[config.mk]
export PLATFORM = sky130hd
export DESIGN_NAME = cmd_master_bridge_flat
export DESIGN_NICKNAME = d
export VERILOG_FILES = /design/src/rtl/cmd_master_pkg.sv /design/src/rtl/intf_cmd.sv /design/src/rtl/cmd_req_fifo.sv /design/src/rtl/cmd_master_bridge.sv /design/src/flat_wrapper.sv
export SDC_FILE = /design/constraint.sdc
export NUM_CORES = 1
export LEC_CHECK = 0
export BUFFER_PORTS_ARGS = -buffer_cell sky130_fd_sc_hd__buf_2
export CORE_ASPECT_RATIO = 0.8
export CORE_UTILIZATION = 61
export DETAILED_ROUTE_END_ITERATION = 6
export PLACE_DENSITY = 0.84
export SLEW_MARGIN = 25
export SYNTH_ARGS = -nofsm -noshare
export SYNTH_HDL_FRONTEND = slang
export SYNTH_SLANG_ARGS = --single-unit
export TNS_END_PERCENT = 20
[constraint.sdc]
create_clock -name i_sysclk -period 8.83 [get_ports i_sysclk]
set_input_delay 0.4415 -clock i_sysclk [delete_from_list [all_inputs] [get_ports i_sysclk]]
set_output_delay 0.4415 -clock i_sysclk [all_outputs]
set_load 0.1 [all_outputs]
[src/rtl/cmd_master_pkg.sv]
// Shared types for the cmd master bridge: response codes, FSM states and
// the data-width helper used for alignment checks.
package cmd_master_pkg;

  typedef enum logic [1:0] {
    RSP_OK       = 2'd0,
    RSP_TIMEOUT  = 2'd1,
    RSP_MISALIGN = 2'd2
  } rsp_err_t;

  typedef enum logic [1:0] {
    IDLE,
    ISSUE,
    WAIT_ACK,
    RESP
  } state_t;

  function automatic int unsigned bytes_per_word(input int unsigned data_bits);
    return data_bits / 8;
  endfunction

endpackage

[src/rtl/intf_cmd.sv]
// Single-transaction register bus between a cmd master and its slaves.
interface intf_cmd #(
  parameter int unsigned ADDR_BITS = 16,
  parameter int unsigned DATA_BITS = 32
);
  logic                 sel;
  logic                 rd_wr_n;
  logic [ADDR_BITS-1:0] byte_addr;
  logic [DATA_BITS-1:0] wdata;
  logic                 ack;
  logic [DATA_BITS-1:0] rdata;

  modport master (output sel, rd_wr_n, byte_addr, wdata, input ack, rdata);
  modport slave  (input sel, rd_wr_n, byte_addr, wdata, output ack, rdata);
endinterface

[src/rtl/cmd_req_fifo.sv]
// Show-ahead synchronous FIFO; pointers carry an extra wrap bit so full and
// empty are distinguished without a separate counter.
module cmd_req_fifo #(
  parameter type         T     = logic,
  parameter int unsigned DEPTH = 4
) (
  input  logic i_clk,
  input  logic i_arst_n,
  input  logic i_push,
  input  T     i_data,
  output logic o_full,
  input  logic i_pop,
  output T     o_data,
  output logic o_empty
);
  localparam int unsigned PW = $clog2(DEPTH);

  logic [PW:0] r_wr_ptr;
  logic [PW:0] r_rd_ptr;
  T            r_mem [DEPTH];
  logic        w_do_push;
  logic        w_do_pop;

  assign o_empty   = (r_wr_ptr == r_rd_ptr);
  assign o_full    = (r_wr_ptr[PW] != r_rd_ptr[PW]) && (r_wr_ptr[PW-1:0] == r_rd_ptr[PW-1:0]);
  assign w_do_push = i_push && !o_full;
  assign w_do_pop  = i_pop && !o_empty;
  assign o_data    = r_mem[r_rd_ptr[PW-1:0]];

  always_ff @(posedge i_clk or negedge i_arst_n) begin
    if (!i_arst_n) begin
      r_wr_ptr <= '0;
      r_rd_ptr <= '0;
    end else begin
      if (w_do_push) r_wr_ptr <= r_wr_ptr + 1'b1;
      if (w_do_pop)  r_rd_ptr <= r_rd_ptr + 1'b1;
    end
  end

  always_ff @(posedge i_clk) begin
    if (w_do_push) r_mem[r_wr_ptr[PW-1:0]] <= i_data;
  end

endmodule

[src/rtl/cmd_master_bridge.sv]
// Host request stream -> single cmd bus transactions -> response stream,
// with request buffering, ack timeout and misalignment rejection.
module cmd_master_bridge
  import cmd_master_pkg::*;
#(
  parameter int unsigned CMD_ADDR_BITS  = 16,
  parameter int unsigned CMD_DATA_BITS  = 32,
  parameter int unsigned REQ_FIFO_DEPTH = 4,
  parameter int unsigned TIMEOUT_CYCLES = 64
) (
  input  logic                     i_sysclk,
  input  logic                     i_arst_n,
  input  logic                     i_req_valid,
  output logic                     o_req_ready,
  input  logic                     i_req_rd_wr_n,
  input  logic [CMD_ADDR_BITS-1:0] i_req_addr,
  input  logic [CMD_DATA_BITS-1:0] i_req_wdata,
  output logic                     o_rsp_valid,
  input  logic                     i_rsp_ready,
  output logic [CMD_DATA_BITS-1:0] o_rsp_rdata,
  output logic [1:0]               o_rsp_err,
  output logic [15:0]              o_timeout_cnt,
  intf_cmd.master                  cmd
);
  typedef struct packed {
    logic                     rd_wr_n;
    logic [CMD_ADDR_BITS-1:0] addr;
    logic [CMD_DATA_BITS-1:0] wdata;
  } cmd_req_t;

  localparam int unsigned TW = $clog2(TIMEOUT_CYCLES);
  localparam logic [CMD_ADDR_BITS-1:0] ALIGN_MASK =
    CMD_ADDR_BITS'(bytes_per_word(CMD_DATA_BITS) - 1);

  logic                     w_full;
  logic                     w_empty;
  logic                     w_pop;
  logic                     w_misalign;
  cmd_req_t                 w_req_in;
  cmd_req_t                 w_head;
  cmd_req_t                 r_req;
  state_t                   r_state;
  logic [TW-1:0]            r_timer;
  logic                     r_sel;
  logic                     r_rd_wr_n;
  logic [CMD_ADDR_BITS-1:0] r_byte_addr;
  logic [CMD_DATA_BITS-1:0] r_wdata;
  logic                     r_rsp_valid;
  logic [CMD_DATA_BITS-1:0] r_rsp_rdata;
  rsp_err_t                 r_rsp_err;
  logic [15:0]              r_timeout_cnt;

  assign w_req_in   = {i_req_rd_wr_n, i_req_addr, i_req_wdata};
  assign w_pop      = (r_state == IDLE) && !w_empty;
  assign w_misalign = |(w_head.addr & ALIGN_MASK);

  cmd_req_fifo #(
    .T     (cmd_req_t),
    .DEPTH (REQ_FIFO_DEPTH)
  ) u_fifo (
    .i_clk    (i_sysclk),
    .i_arst_n (i_arst_n),
    .i_push   (i_req_valid),
    .i_data   (w_req_in),
    .o_full   (w_full),
    .i_pop    (w_pop),
    .o_data   (w_head),
    .o_empty  (w_empty)
  );

  always_ff @(posedge i_sysclk or negedge i_arst_n) begin
    if (!i_arst_n) begin
      r_state       <= IDLE;
      r_req         <= '0;
      r_timer       <= '0;
      r_sel         <= 1'b0;
      r_rd_wr_n     <= 1'b1;
      r_byte_addr   <= '0;
      r_wdata       <= '0;
      r_rsp_valid   <= 1'b0;
      r_rsp_rdata   <= '0;
      r_rsp_err     <= RSP_OK;
      r_timeout_cnt <= '0;
    end else begin
      case (r_state)
        IDLE: begin
          if (!w_empty) begin
            if (w_misalign) begin
              r_rsp_err   <= RSP_MISALIGN;
              r_rsp_rdata <= '0;
              r_rsp_valid <= 1'b1;
              r_state     <= RESP;
            end else begin
              r_req   <= w_head;
              r_state <= ISSUE;
            end
          end
        end
        ISSUE: begin
          // Bus fields change only here so they stay put between transactions.
          r_sel       <= 1'b1;
          r_rd_wr_n   <= r_req.rd_wr_n;
          r_byte_addr <= r_req.addr;
          r_wdata     <= r_req.wdata;
          r_timer     <= '0;
          r_state     <= WAIT_ACK;
        end
        WAIT_ACK: begin
          r_sel <= 1'b0;
          if (cmd.ack) begin
            r_rsp_rdata <= r_rd_wr_n ? cmd.rdata : '0;
            r_rsp_err   <= RSP_OK;
            r_rsp_valid <= 1'b1;
            r_state     <= RESP;
          end else if (r_timer == TW'(TIMEOUT_CYCLES - 1)) begin
            r_rsp_rdata <= '0;
            r_rsp_err   <= RSP_TIMEOUT;
            r_rsp_valid <= 1'b1;
            if (r_timeout_cnt != 16'hFFFF) r_timeout_cnt <= r_timeout_cnt + 1'b1;
            r_state     <= RESP;
          end else begin
            r_timer <= r_timer + 1'b1;
          end
        end
        RESP: begin
          if (i_rsp_ready) begin
            r_rsp_valid <= 1'b0;
            r_state     <= IDLE;
          end
        end
        default: r_state <= IDLE;
      endcase
    end
  end

  assign o_req_ready   = !w_full;
  assign o_rsp_valid   = r_rsp_valid;
  assign o_rsp_rdata   = r_rsp_rdata;
  assign o_rsp_err     = r_rsp_err;
  assign o_timeout_cnt = r_timeout_cnt;

  assign cmd.sel       = r_sel;
  assign cmd.rd_wr_n   = r_rd_wr_n;
  assign cmd.byte_addr = r_byte_addr;
  assign cmd.wdata     = r_wdata;

endmodule

[src/flat_wrapper.sv]
// flat-port wrapper written by rule: the top's interface ports become plain ports
module cmd_master_bridge_flat import cmd_master_pkg::*;
#(
  parameter int unsigned CMD_ADDR_BITS  = 16,
  parameter int unsigned CMD_DATA_BITS  = 32,
  parameter int unsigned REQ_FIFO_DEPTH = 4,
  parameter int unsigned TIMEOUT_CYCLES = 64
)
  (i_sysclk, i_arst_n, i_req_valid, o_req_ready, i_req_rd_wr_n, i_req_addr, i_req_wdata, o_rsp_valid, i_rsp_ready, o_rsp_rdata, o_rsp_err, o_timeout_cnt, cmd_sel, cmd_rd_wr_n, cmd_byte_addr, cmd_wdata, cmd_ack, cmd_rdata);
  intf_cmd #(.ADDR_BITS((16)), .DATA_BITS((32))) cmd_i ();
  input  logic i_sysclk;
  input  logic i_arst_n;
  input  logic i_req_valid;
  output logic o_req_ready;
  input  logic i_req_rd_wr_n;
  input  logic [CMD_ADDR_BITS-1:0] i_req_addr;
  input  logic [CMD_DATA_BITS-1:0] i_req_wdata;
  output logic o_rsp_valid;
  input  logic i_rsp_ready;
  output logic [CMD_DATA_BITS-1:0] o_rsp_rdata;
  output logic [1:0] o_rsp_err;
  output logic [15:0] o_timeout_cnt;
  output wire logic [$bits(cmd_i.sel)-1:0] cmd_sel;
  output wire logic [$bits(cmd_i.rd_wr_n)-1:0] cmd_rd_wr_n;
  output wire logic [$bits(cmd_i.byte_addr)-1:0] cmd_byte_addr;
  output wire logic [$bits(cmd_i.wdata)-1:0] cmd_wdata;
  input wire logic [$bits(cmd_i.ack)-1:0] cmd_ack;
  input wire logic [$bits(cmd_i.rdata)-1:0] cmd_rdata;
  assign cmd_sel = cmd_i.sel;
  assign cmd_rd_wr_n = cmd_i.rd_wr_n;
  assign cmd_byte_addr = cmd_i.byte_addr;
  assign cmd_wdata = cmd_i.wdata;
  assign cmd_i.ack = cmd_ack;
  assign cmd_i.rdata = cmd_rdata;
  cmd_master_bridge #(.CMD_ADDR_BITS(CMD_ADDR_BITS), .CMD_DATA_BITS(CMD_DATA_BITS), .REQ_FIFO_DEPTH(REQ_FIFO_DEPTH), .TIMEOUT_CYCLES(TIMEOUT_CYCLES)) u_core (.i_sysclk(i_sysclk), .i_arst_n(i_arst_n), .i_req_valid(i_req_valid), .o_req_ready(o_req_ready), .i_req_rd_wr_n(i_req_rd_wr_n), .i_req_addr(i_req_addr), .i_req_wdata(i_req_wdata), .o_rsp_valid(o_rsp_valid), .i_rsp_ready(i_rsp_ready), .o_rsp_rdata(o_rsp_rdata), .o_rsp_err(o_rsp_err), .o_timeout_cnt(o_timeout_cnt), .cmd(cmd_i));
endmodule
# Word level (Yosys, flattened, before mapping)
# Memories as Yosys holds them, arrays and structs flattened.
# Cells that the tools add are included.
# totals
register_bits	164
ram_bits	196
output_inout_bits	102
word_cells	83
mem_count	1
# classes
add_sub_neg	4
eq_ne	14
mux	29
n_bitwise	3
reduce_logical	17
# memory_table
name	words	word_bits	read_ports	rd_ports_with_merged_regs	write_ports	line	source
u_core.u_fifo.r_mem	4	49	1	0	1	cmd_req_fifo.sv:20	T r_mem [DEPTH];
# ops
op	count
$mux W32	5
$pmux W32 S2	1
$mux W2	9
$add A16 B1 Y16 const B	1
$ne A16 B16 Y1 const B	1
$mux W6	2
$pmux W6 S2	1
$reduce_and A3 Y1	3
$ne A2 B2 Y1 const B	4
$pmux W2 S4	1
$reduce_and A4 Y1	2
$mux W1	7
$add A3 B1 Y3 const B	2
$add A6 B1 Y6 const B	1
$eq A6 B6 Y1 const B	1
$reduce_and A5 Y1	1
$eq A2 B2 Y1 const B	2
$logic_and A1 B1 Y1	4
$pmux W2 S2	1
$reduce_bool A2 Y1	2
$eq A3 B3 Y1	1
$ne A3 B2 Y1 const B	1
$not A1 Y1	3
$pmux W1 S3	1
9 further kinds	10

# Logic depth before layout (Yosys ltp)
# depth
depth_word	6
depth_mapped	8
mapped_depth_nobuf	7

# Cells and area by module
# From an unflattened synthesis, not the netlist that was laid out.
# unflattened
cells_unflattened	799
hier_area_um2	14246.2
# by_module_without_submodules
module	instances	cells_each	area_each_um2
cmd_req_fifo	1	305	7576.0
cmd_master_bridge	1	494	6670.1

# Least setup slack after synthesis
# No wires, ideal clock.
# synth_timing
path_type	register to register
start	register u_core.u_fifo.r_rd_ptr[1]
end	memory u_core.u_fifo.r_mem[3][0] in the netlist's numbering, enable pin
setup_ps	413
arrival_ps	2385
required_time_ps	8417
path_slack_ps	6032
path_stages_with_launch	6
cell_sequence	dfrtp_1 > buf_2 > xor2_1 > nor2_1 > a21boi_1 > and2_1
# synth_between
elab_chain_cells	6
# synth_rtl
element	line	source
start: declaration	cmd_req_fifo.sv:19	logic [PW:0] r_rd_ptr;
start signal: assignment	cmd_req_fifo.sv:36	if (w_do_pop) r_rd_ptr <= r_rd_ptr + 1'b1;
$eq A2 B2 Y1	cmd_req_fifo.sv:25	assign o_full = (r_wr_ptr[PW] != r_rd_ptr[PW]) && (r_wr_ptr[PW-1:0] == r_rd_ptr[PW-1:0]);
$logic_and A1 B1 Y1	cmd_req_fifo.sv:25	
$logic_not A1 Y1	cmd_req_fifo.sv:26	assign w_do_push = i_push && !o_full;
$logic_and A1 B1 Y1	cmd_req_fifo.sv:26	
$mux W1	cmd_req_fifo.sv:41	if (w_do_push) r_mem[r_wr_ptr[PW-1:0]] <= i_data;
$mux W1 (not written as such)	cmd_req_fifo.sv:41	
end: declaration	cmd_req_fifo.sv:20	
# No other way between the ends.

# Worst setup path after layout
# layout_timing
start	register u_core.u_fifo.r_rd_ptr[1]
end	memory u_core.u_fifo.r_mem[3][45] in the netlist's numbering, enable pin
# The elaborated chain is that of the path after synthesis.

==> results.ini <==
[outcome]
status=finished, final reports clean

[place]
dpl.hpwl_um=17300
gp_congestion=0.816
dp.cells=1192
place_area_um2=14900
place_ws_ns=5.27
portBuffers=187

[floorplan]
rows=48
coreArea_um2=21800
ios=188
die_w_um=169
dieArea_um2=23100
die_h_um=136
start_util=0.628

[timing]
fin_skew_ns=0.0283
rsz0062_at_grt=no
tightestPinTransition_ns=0.788
max-slew-margin-rel=0.475
tns_ns=0
finalCriticalPeriod_ns=3.53
fmax_ghz=0.283
setup_viol=0
drv_slew=0
finalCritPeriodShare=0.400
layout_setup_ws_ns=5.30
timing_hold_violations_final=0
holdWs_ns=0.132

[critical_path]
cp-end-kind=flip-flop
cp.required_ns=8.97
start_kind=flip-flop
crit_type=flip-flop to flip-flop
cp.arrival_ns=3.67
crit_fanout=45

[logic_synthesis]
synth.mux.area_fraction=0.161
synth_top_family_by_area=multiplexers
synthTopCellsByArea=edfxtp_1 (43%), dfrtp_1 (30%), mux4_2 (7.7%)
synth_seq_cells=360
synth_top_area_frac=0.430
synth_compound_area_frac=0.0370
synth_top_area_cell=edfxtp_1
syn_avg_cell_area_um2=18.8
synth_cell_types=52
synthSimpleGateAreaFrac=0.0336
synth_area_um2=13700
synth_flop_cell=edfxtp_1
synth_warnings=0
synth_fa_ha_area_frac=0.0110
synth-seq-area-share=0.730
synth-xor-area-share=0.0122
syn_inst=727
syn-num-nets=825
synth_edf_count=196
async_reset_ff_frac=0.456

[global_route]
antenna_found_initial=7
grt-ovfl-total=0
grt_pass1_vias=7446
grt_max_degree=89
grt_first_pass_wirelength_um=42500
grt_use_total=0.249

[route]
drt_pass1_iterations=5
first_iter_violations=564
post_drt_wl_per_cell_um=22.2
drc=0
wirelength_um=28100
vias_per_cell=5.93
postRouteAntennaNets=0
vias=7486

[layout]
fin_cells=1263
fillers=1236
area_delta_synth_final_pct=18.1
drive_above_1_share=0.429
final_core_util=0.742
design_area_um2=16200
final_nets=1029

[pwr]
p_total_mw=6.80
leakagePower_nw=6.53
p_per_area_nw_per_um2=420
ir_drop_mv=0.356

[clock_tree]
cts_root_buf=clkbuf_16
cts_sinks=360
cts_buffers=35
postCtsSetupBuffers=0
path_clk_slew_ns=0.07
cts_repair_resize_count=0
cts_hold_buf=1
clk_path_buf_depth=3
clk_latency_ns=0.52
htree_levels=2
tritoncts=built

[worst_hold_path]
hold_path_class=input port to flip-flop

[job]
drv_cap=0

placed cells by master (no fill, tap or decap), types with 2 or more instances in the layout:
cell and n:
nor2b_1 3, xnor2_1 14, buf_6 2, nand3_1 14, a22o_1 33, clkinv_1 3, dfrtp_1 161, bufinv_16 5
mux2i_1 3, diode_2 6, and3_1 2, nand4_1 8, mux2_2 91, edfxtp_1 196, clkinv_8 2, xor2_1 5
nor4b_1 2, buf_4 8, clkbuf_8 2, o311ai_0 2, or3_1 2, o2bb2ai_1 2, and2_2 4, nor2_1 9
ha_1 11, o21ai_0 6, mux4_2 47, mux2_1 8, a21oi_1 7, buf_2 186, clkinv_2 12, a31oi_1 2
inv_1 11, nor3_1 3, clkbuf_16 35, nand2b_1 4, nand2_1 20
worst paths after layout:
path                                                          to  cells after the start                             startpoint  slack, ns
setup / recovery            u_core.u_fifo.r_mem[3][45]$_DFFE_PP_                      6  u_core.u_fifo.r_rd_ptr[1]$_DFFE_PN0P_       5.30
hold / removal              u_core.u_fifo.r_mem[1][26]$_DFFE_PP_                      1                        i_req_wdata[26]       0.13
setup reg to reg            u_core.u_fifo.r_mem[3][45]$_DFFE_PP_                      6  u_core.u_fifo.r_rd_ptr[1]$_DFFE_PN0P_       5.30
hold reg to reg              u_core.cmd.byte_addr[7]$_DFFE_PN0N_                      1           u_core.r_req[39]$_DFFE_PN0P_       0.49
max in group asynchronous  u_core.u_fifo.r_rd_ptr[0]$_DFFE_PN0P_                      3                               i_arst_n       7.04
min in group asynchronous    u_core.o_timeout_cnt[6]$_DFFE_PN0P_                      2                               i_arst_n       0.56
worst max-delay path, stage by stage (launching register included):
cell and delay, ns:
dfrtp_2 0.48, buf_4 0.56, xor2_1 0.29, nor2_1 0.11, a21boi_1 0.49, and2_2 0.58
buf_4 0.53
per-layer routing:
layer	vias up	GRT usage	routed length [um]
li1	3242	-	-
met3	54	0.0681	2370
met5	-	0	17
met2	346	0.404	13600
met4	2	0.0896	608
met1	3842	0.326	11500
state kept, by name, summed over array words and instances, names as in the netlist:
name	count
u_core.o_rsp_valid	1
u_core.r_state	2
u_core.cmd.byte_addr	16
u_core.o_timeout_cnt	16
u_core.cmd.rd_wr_n	1
u_core.u_fifo.r_mem	196
u_core.u_fifo.r_rd_ptr	3
u_core.o_rsp_rdata	32
u_core.cmd.sel	1
u_core.o_rsp_err	2
u_core.cmd.wdata	32
u_core.u_fifo.r_wr_ptr	3
u_core.r_req	49
u_core.r_timer	6
kinds of logic (layout without fill, tap and decap cells):
group	Yosys count	in the layout
DFF	360	360
adders and majority gates	12	12
AOI/OAI and AO/OA	62	62
buffers and inverters	42	272
and+or+nand+nor	83	83
other	0	6
muxes	149	149
xor gates and xnor gates	19	19
cells in the mapped netlist, types with 3 or more instances:
cell type / number
nor3_1: 3
xor2_1: 5
clkbuf_1: 8
o21ai_0: 6
mux2_2: 91
edfxtp_1: 196
nand2b_1: 4
mux2_1: 8
ha_1: 12
nor2b_1: 3
nand4_1: 8
nand3_1: 14
nand2_1: 20
a22o_1: 33
mux2i_1: 3
xnor2_1: 14
buf_6: 5
mux4_2: 47
and2_1: 5
buf_2: 11
dfrtp_1: 163
inv_1: 11
buf_1: 6
a21oi_1: 8
nor2_1: 9
area by class of cell:
cell class	count	area [um^2]	area share
flip-flops and latches	360	10000	0.618
clock inverters	25	282	0.0174
inverters	11	41.3	0.00255
repair buffers	198	1050	0.0650
multi-input cells	325	3500	0.216
clock buffers	38	907	0.0561
diodes	6	15.0	0.000929
well taps	300	375	0.0232
report_power, final:
| group | internal [mW] | switching [mW] | leakage (nW) |
|---|---|---|---|
| clock | 0.898 | 0.633 | 0.593 |
| sequential | 2.30 | 0.251 | 3.87 |
| combinational | 0.778 | 1.93 | 2.07 |
Note: power is estimated with default switching activity, not from simulation.
